File: src/rtl/led_pkg.sv
// Shared constants and types for the LED fader.
// Provides the default LED count, PWM width and step divider, and the
// brightness level type used at the default configuration.
package led_pkg;

  localparam int LED_N        = 4;
  localparam int LED_PWM_BITS = 8;
  localparam int LED_STEP_DIV = 65536;

  typedef logic [LED_PWM_BITS-1:0] led_level_t;

endpackage

File: src/rtl/led_fade_channel.sv
// One LED channel of the fader: a brightness level that ramps one step per
// tick toward its target, a shadow copy of the level that only changes at
// PWM period boundaries, and the registered PWM comparator.
// Ports:
//   clk, reset : clock, asynchronous active-high reset
//   tick       : ramp step strobe (one cycle)
//   pb         : PWM period boundary strobe (pwm_cnt at its maximum)
//   pwm_cnt    : shared free-running PWM counter
//   target     : brightness this channel should settle at
//   level      : current ramp level
//   led_out    : registered PWM drive for this LED
module led_fade_channel
  import led_pkg::*;
#(
  parameter int PWM_BITS = LED_PWM_BITS
) (
  input  logic                clk,
  input  logic                reset,
  input  logic                tick,
  input  logic                pb,
  input  logic [PWM_BITS-1:0] pwm_cnt,
  input  logic [PWM_BITS-1:0] target,
  output logic [PWM_BITS-1:0] level,
  output logic                led_out
);

  logic [PWM_BITS-1:0] shadow;

  // NOTE: sequential state uses non-blocking assignments, so every right-hand
  // side below reads the value from before this edge. That is what makes the
  // shadow take the pre-update level when tick and pb coincide.
  always_ff @(posedge clk or posedge reset) begin
    if (reset) begin
      level   <= '0;
      shadow  <= '0;
      led_out <= 1'b0;
    end else begin
      // Single-step ramp: a target change mid-ramp simply flips direction.
      if (tick) begin
        if (level < target)      level <= level + 1'b1;
        else if (level > target) level <= level - 1'b1;
      end
      // Compare value only moves at the period boundary, so no period is cut.
      if (pb) shadow <= level;
      led_out <= (pwm_cnt < shadow);
    end
  end

endmodule

File: src/rtl/led_fader.sv
// LED fader: turns an on/off LED request pattern into PWM drive that fades
// smoothly between off and a programmable brightness.
// Ports:
//   clk, reset : clock, asynchronous active-high reset
//   led_req    : requested on/off pattern, bit i turns LED i on
//   enable     : 0 fades every channel out
//   max_level  : brightness an "on" channel fades to
//   led_out    : registered PWM drive to the LED pins
//   fade_busy  : registered, high while any channel is away from its target
module led_fader
  import led_pkg::*;
#(
  parameter int N_LEDS   = LED_N,
  parameter int PWM_BITS = LED_PWM_BITS,
  parameter int STEP_DIV = LED_STEP_DIV
) (
  input  logic                clk,
  input  logic                reset,
  input  logic [N_LEDS-1:0]   led_req,
  input  logic                enable,
  input  logic [PWM_BITS-1:0] max_level,
  output logic [N_LEDS-1:0]   led_out,
  output logic                fade_busy
);

  localparam int STEP_W = (STEP_DIV > 2) ? $clog2(STEP_DIV) : 1;
  localparam logic [STEP_W-1:0] STEP_RELOAD = STEP_W'(STEP_DIV - 1);

  logic [PWM_BITS-1:0] pwm_cnt;
  logic [STEP_W-1:0]   step_cnt;
  logic                tick;
  logic                pb;
  logic [PWM_BITS-1:0] target [N_LEDS];
  logic [PWM_BITS-1:0] level  [N_LEDS];
  logic                busy_next;

  assign tick = (step_cnt == '0);
  assign pb   = &pwm_cnt;

  // NOTE: every variable written here gets a value on every path (the busy
  // default comes first), so no latch is inferred.
  always_comb begin
    busy_next = 1'b0;
    for (int i = 0; i < N_LEDS; i++) begin
      target[i] = (enable && led_req[i]) ? max_level : '0;
      busy_next = busy_next | (level[i] != target[i]);
    end
  end

  always_ff @(posedge clk or posedge reset) begin
    if (reset) begin
      pwm_cnt   <= '0;
      step_cnt  <= STEP_RELOAD;
      fade_busy <= 1'b0;
    end else begin
      pwm_cnt   <= pwm_cnt + 1'b1;
      step_cnt  <= tick ? STEP_RELOAD : step_cnt - 1'b1;
      fade_busy <= busy_next;
    end
  end

  for (genvar g = 0; g < N_LEDS; g++) begin : g_ch
    led_fade_channel #(
      .PWM_BITS(PWM_BITS)
    ) u_ch (
      .clk     (clk),
      .reset   (reset),
      .tick    (tick),
      .pb      (pb),
      .pwm_cnt (pwm_cnt),
      .target  (target[g]),
      .level   (level[g]),
      .led_out (led_out[g])
    );
  end

endmodule
File: config.mk
export PLATFORM = sky130hd
export DESIGN_NAME = led_fader
export DESIGN_NICKNAME = d
export VERILOG_FILES = /design/src/rtl/led_pkg.sv /design/src/rtl/led_fade_channel.sv /design/src/rtl/led_fader.sv
export SDC_FILE = /design/constraint.sdc
export NUM_CORES = 1
export LEC_CHECK = 0
export ABC_AREA = 1
export CORE_MARGIN = 5
export CORE_UTILIZATION = 50
export CTS_BUF_LIST = sky130_fd_sc_hd__clkbuf_2 sky130_fd_sc_hd__clkbuf_4 sky130_fd_sc_hd__clkbuf_8
export CTS_CLUSTER_DIAMETER = 120
export DETAILED_ROUTE_END_ITERATION = 10
export GPL_TIMING_DRIVEN = 0
export HOLD_SLACK_MARGIN = 0.02
export PLACE_DENSITY = 0.78
export SLEW_MARGIN = 0
export SYNTH_ARGS = -nofsm -noshare
export SYNTH_HDL_FRONTEND = slang
export SYNTH_SLANG_ARGS = --single-unit
File: constraint.sdc
create_clock -name clk -period 4.3 [get_ports clk]
set_input_delay 0.86 -clock clk [delete_from_list [all_inputs] [get_ports clk]]
set_output_delay 0.86 -clock clk [all_outputs]
set_load 0.03 [all_outputs]
* Word level (Yosys, flattened, before mapping)
Cells that the tools add are included.
** Word-level totals
- Register bits after elaboration :: 93
- Output and inout port bits :: 5
- Word-level logic and storage cells :: 71
** Cells by class
- Add/sub/neg operators :: 10
- $lt $le $gt $ge :: 12
- Equality and inequality tests :: 4
- Multiplexer cells :: 13
- Bitwise gates (word level) :: 3
- Reductions and logical operators :: 14
** Operators with widths (number)
- $mux 8 :: 12
- $lt 8x8->1 :: 8
- $add 8x1->8 const B :: 5
- $gt 8x8->1 :: 4
- $ne 8x8->1 :: 4
- $sub 8x1->8 const B :: 4
- $logic_not 16->1 :: 1
- $mux 16 :: 1
- $sub 16x1->16 const B :: 1
- $reduce_and 2->1 :: 4
- $reduce_and 8->1 :: 1
- $reduce_bool 2->1 :: 4
- $logic_and 1x1->1 :: 4
- $or 1x1->1 :: 3

* Longest topological paths before layout
- Depth in word-level cells :: 6
- Depth in mapped cells :: 22
- Depth with buffers taken out :: 22

* Hierarchy
A second synthesis with hierarchy kept.
** Unflattened totals
- Cell total of the unflattened synthesis :: 999
- Area total of the unflattened synthesis :: 7309.5 µm²
** By module, submodules not included
- led_fade_channel (g_ch[1].u_ch ...) :: instances 3, cells each 162, area each 1287.5 µm², sequential area each 425.4 µm²
- led_fader :: instances 1, cells each 350, area each 2152.1 µm², sequential area each 645.6 µm²
- led_fade_channel (g_ch[0].u_ch) :: instances 1, cells each 163, area each 1295.0 µm², sequential area each 425.4 µm²

* Worst setup path before layout
No wires, ideal clock.
- Path kind :: input to register
- Start :: input led_req[3]
- End :: register g_ch[3].u_ch.level[7]
- Data arrival time :: 2.908 ns
- Data required time :: 4.184 ns
- Setup slack :: 1.276 ns
- Cell stages on the path :: 16
- Path buffers :: 0
- Cell sequence :: nand2_1 > inv_1 > nand2_1 > ha_1 > a21o_1 > nor2_1 > nand2_1 > ha_1 > o21ai_0 > nor2_1 > nor2_1 > inv_1 > nand2_1 > nand2_1 > nand2_1 > nand2_1
** Between the ends
- Word-level cells in the longest chain between the ends :: 5
** Ends and longest elaborated chain
- start: declaration :: RTL line led_fader.sv:19 : input logic [N_LEDS-1:0] led_req,
- $logic_and 1x1->1 (*) :: RTL line led_fader.sv:45 : target[i] = (enable && led_req[i]) ? max_level : '0;
- $mux 8 (*) :: RTL line led_fader.sv:45
- $gt 8x8->1 / $lt 8x8->1 (equally long branches) :: RTL line led_fade_channel.sv:41, led_fade_channel.sv:40
- $reduce_bool 2->1 (no source line)
- $reduce_and 2->1 (no source line)
- end signal: assignment :: RTL line led_fade_channel.sv:40 : if (level < target) level <= level + 1'b1;
- end signal: assignment :: RTL line led_fade_channel.sv:41 : else if (level > target) level <= level - 1'b1;
- end: declaration :: RTL line led_fade_channel.sv:23 : output logic [PWM_BITS-1:0] level,
Mark *: on every way between the ends. The rest lies on a longest branch, timed or not.
A chain may end at the register's enable or synchronous reset.

* Worst setup path after layout
- Start :: input enable
- End :: register g_ch[1].u_ch.level[7]
** Between the ends
- Word-level cells in the longest chain between the ends :: 5
** Ends and longest elaborated chain
- start: declaration :: RTL line led_fader.sv:20 : input logic enable,
- $logic_and 1x1->1 (*) :: RTL line led_fader.sv:45
- $mux 8 (*) :: RTL line led_fader.sv:45
- $gt 8x8->1 / $lt 8x8->1 (equally long branches) :: RTL line led_fade_channel.sv:41, led_fade_channel.sv:40
- $reduce_bool 2->1 (no source line)
- $reduce_and 2->1 (no source line)
- end signal: assignment :: RTL line led_fade_channel.sv:40
- end signal: assignment :: RTL line led_fade_channel.sv:41
- end: declaration :: RTL line led_fade_channel.sv:23
Marked as above.

==> results.sh <==
export IMPL_status="finished clean"
export IMPL_powerDensity_mw_per_mm2=403.1
export IMPL_endpoint_kind="register"
export IMPL_p_leak_nw=3.493
export IMPL_worstSetupPathType="input port to register"
export IMPL_postCtsSetupBuffers=0
export IMPL_numCtsBuffers=9
export IMPL_yosys_area_share_simple=0.2106
export IMPL_synth_commonest_cells="nand2_1 (206), inv_1 (100), ha_1 (87)"
export IMPL_area_delta_synth_final_pct=10.16
export IMPL_drt_vias_per_instance=5.135
export IMPL_synth_most_common_cell="nand2_1"
export IMPL_maxCapViolCount=0
export IMPL_wl_per_cell_um=13.73
export IMPL_dieArea_mm2=0.01503
export IMPL_route_detailed_drc=0
export IMPL_n_antenna_cell=0
export IMPL_layout_setup_ws_ns=0.5474
export IMPL_ant_nets=0
export IMPL_syn_area_mm2=0.006340
export IMPL_synth_area_leaders="dfrtp_1 (30%), ha_1 (17%), nand2_1 (12%)"
export IMPL_cts_tree="yes"
export IMPL_synth_flop_cell="dfrtp_1"
export IMPL_fmax_mhz=266.5
export IMPL_synthMuxAreaShare=0
export IMPL_drtIter0Drc=307
export IMPL_r2r_end="g_ch[1].u_ch.level[7]"
export IMPL_cts_max_path_buffers=2
export IMPL_post_place_ws_ns=0.1801
export IMPL_ys_ff_latch=93
export IMPL_grt_setup_unrepaired="false"
export IMPL_fill_cells=1191
export IMPL_synth_adder_area_share=0.1843
export IMPL_path_cells="clkdlybuf4s50_1 > nand2_1 > inv_1 > nand2_1 > ha_1 > a21o_1 > nor2_1 > nand2_1 > ha_1 > o21ai_0 > nor2_1 > nor2_1 > inv_1 > nand2_1 > nand2_1 > nand2_1 > nand2_1"
export IMPL_num_vias=5130
export IMPL_synth_avg_cell_area_um2=8.015
export IMPL_setup_tns_ns=0
export IMPL_antenna_found_initial=0
export IMPL_cp_start_kind="input port"
export IMPL_io_pins=20
export IMPL_ys_types=33
export IMPL_reg2reg_from="g_ch[1].u_ch.level[3]"
export IMPL_hold_viol_final=0
export IMPL_track_usage=0.1970
export IMPL_clkTransAtPathRegs_ns=0.09
export IMPL_period_needed_ns=3.753
export IMPL_drtPass1Iterations=5
export IMPL_path_common_cell="nand2_1"
export IMPL_die_h_um=122.6
export IMPL_post_cts_resized=0
export IMPL_slowest_stage="clkdlybuf4s50_1"
export IMPL_grt_pass1_wl_um=23420
export IMPL_whs_ns=0.4744
export IMPL_hold_path_startpoint="step_cnt[0]"
export IMPL_port_buffers=19
export IMPL_stdcell_area_mm2=0.006984
export IMPL_initial_utilization=0.5065
export IMPL_whs_endpoint="step_cnt[0]"
export IMPL_yosysSeqAreaShare=0.3702
export IMPL_clock_sinks=93
export IMPL_grt_max_degree=69
export IMPL_yosys_area_top_type_share=0.3039
export IMPL_synth_xor_area_frac=0.04421
export IMPL_root_buffer="clkbuf_8"
export IMPL_place_area_mm2=0.006775
export IMPL_critical_path_max_fanout=9
export IMPL_ys_warnings_count=0
export IMPL_die_x_um=122.6
export IMPL_placementRows=41
export IMPL_async_flop_share=1.000
export IMPL_htree_levels=3
export IMPL_timing_final_crit_share=0.8727
export IMPL_synth_compound_area_share=0.1180
export IMPL_ir_drop_uv=202.0
export IMPL_core_area_mm2=0.01252
export IMPL_hold_class="register to register"
export IMPL_tightestPinTransition_ns=0.6278
export IMPL_dp_hpwl_um=10420
export IMPL_place_gp_congestion=0.7914
export IMPL_final_nets=928
export IMPL_wirelength_um=13710
export IMPL_r2r_setup_slack_ns=1.57
export IMPL_critPathMaxStageDelay_ns=0.60
export IMPL_cp_required_ns=4.56
export IMPL_ff2ff_path_depth=14
export IMPL_drv_slew=0
export IMPL_arrival_ns=4.01
export IMPL_finClkSkew_ns=0.01470
export IMPL_relSlewSlack=0.5815
export IMPL_syn_inst=791
export IMPL_worstHoldPathCells=1
export IMPL_overflow=0
export IMPL_syn_nets=897
export IMPL_drive_gt1_frac=0.06771
export IMPL_grt_pass1_vias=4971
export IMPL_clock_latency_ns=0.37
export IMPL_postCtsHoldBufs=0
export IMPL_synth_top_cell_by_area="dfrtp_1"
export IMPL_setup_violations_final=0
export IMPL_synth_top_family_by_area="simple AND/OR/NAND/NOR gates"
export IMPL_synth_edf_count=0
## flip-flops by register name (all words and copies together), names as in the netlist
name and cells:
g_ch.u_ch.level 32, g_ch.u_ch.shadow 32, step_cnt 16, pwm_cnt 8, g_ch.u_ch.led_out 4, fade_busy 1
## critical path, delay by kind of cell
kind	cells	cell delay, ns
AO/OA/AOI/OAI	2	0.54
buffers and inverters	3	0.84
adder cells (fa/ha/maj)	2	0.71
AND/OR/NAND/NOR	10	1.03
## how the worst max path moves through the flow
stage                       from                     to  cells after the start
after floorplan            reset              fade_busy                      1
after global placement     reset  g_ch[1].u_ch.level[4]                      2
after detailed placement  enable  g_ch[3].u_ch.level[7]                     17
after CTS                 enable  g_ch[3].u_ch.level[7]                     17
after global routing      enable  g_ch[3].u_ch.level[7]                     18
final                     enable  g_ch[1].u_ch.level[7]                     17
## cell families after synthesis
family,after synthesis
buffers and inverters,114
and+or+nand+nor,324
xor gates and xnor gates,32
adders and majority gates,91
AOI/OAI and AO/OA,137
DFF,93
## metrics by stage
stage          power (mW)  utilization  instances
5_1_grt             3.053       0.5580        999
3_5_place_dp        2.192       0.5413        983
2_1_floorplan       1.960            -        791
6_report            2.815       0.5580        999
4_1_cts             2.827       0.5580        999
3_3_place_gp        2.150       0.5389        982
## power by group
part           switching, mW  total (mW)  internal [mW]
Combinational          0.695        1.18          0.484
Sequential            0.0791        1.01          0.929
Clock                  0.309       0.629          0.320
Total                   1.08        2.82           1.73
## cell type report
type	count	area, um2	area share
clock buffer	14	173.9	0.02490
multi-input combinational	584	3532	0.5057
tap	172	215.2	0.03081
buffer	14	85.08	0.01218
clock inverter	2	35.03	0.005016
timing repair buffer	20	217.7	0.03117
inverter	100	377.9	0.05410
sequential	93	2347	0.3361
## routing by layer
metal,GRT usage,vias up,share of wire
met5,0,-,0
met1,0.2552,2370,0.45
met3,0.02949,23,0.038
met4,0.07278,0,0.026
met2,0.3346,85,0.49
li1,-,2652,-
## cell usage in the layout, fill, tap and decap left out, types with 8 or more instances in the layout
master,n
xor2_1,24
nand3_1,35
clkdlybuf4s50_1,19
nor2_1,61
xnor2_1,8
a21oi_1,61
o21ai_2,8
nand2_1,206
clkbuf_8,11
nand4_1,8
inv_1,99
dfstp_2,16
dfrtp_1,77
o21ai_0,50
ha_1,87
(Power assumes the default switching activity.)
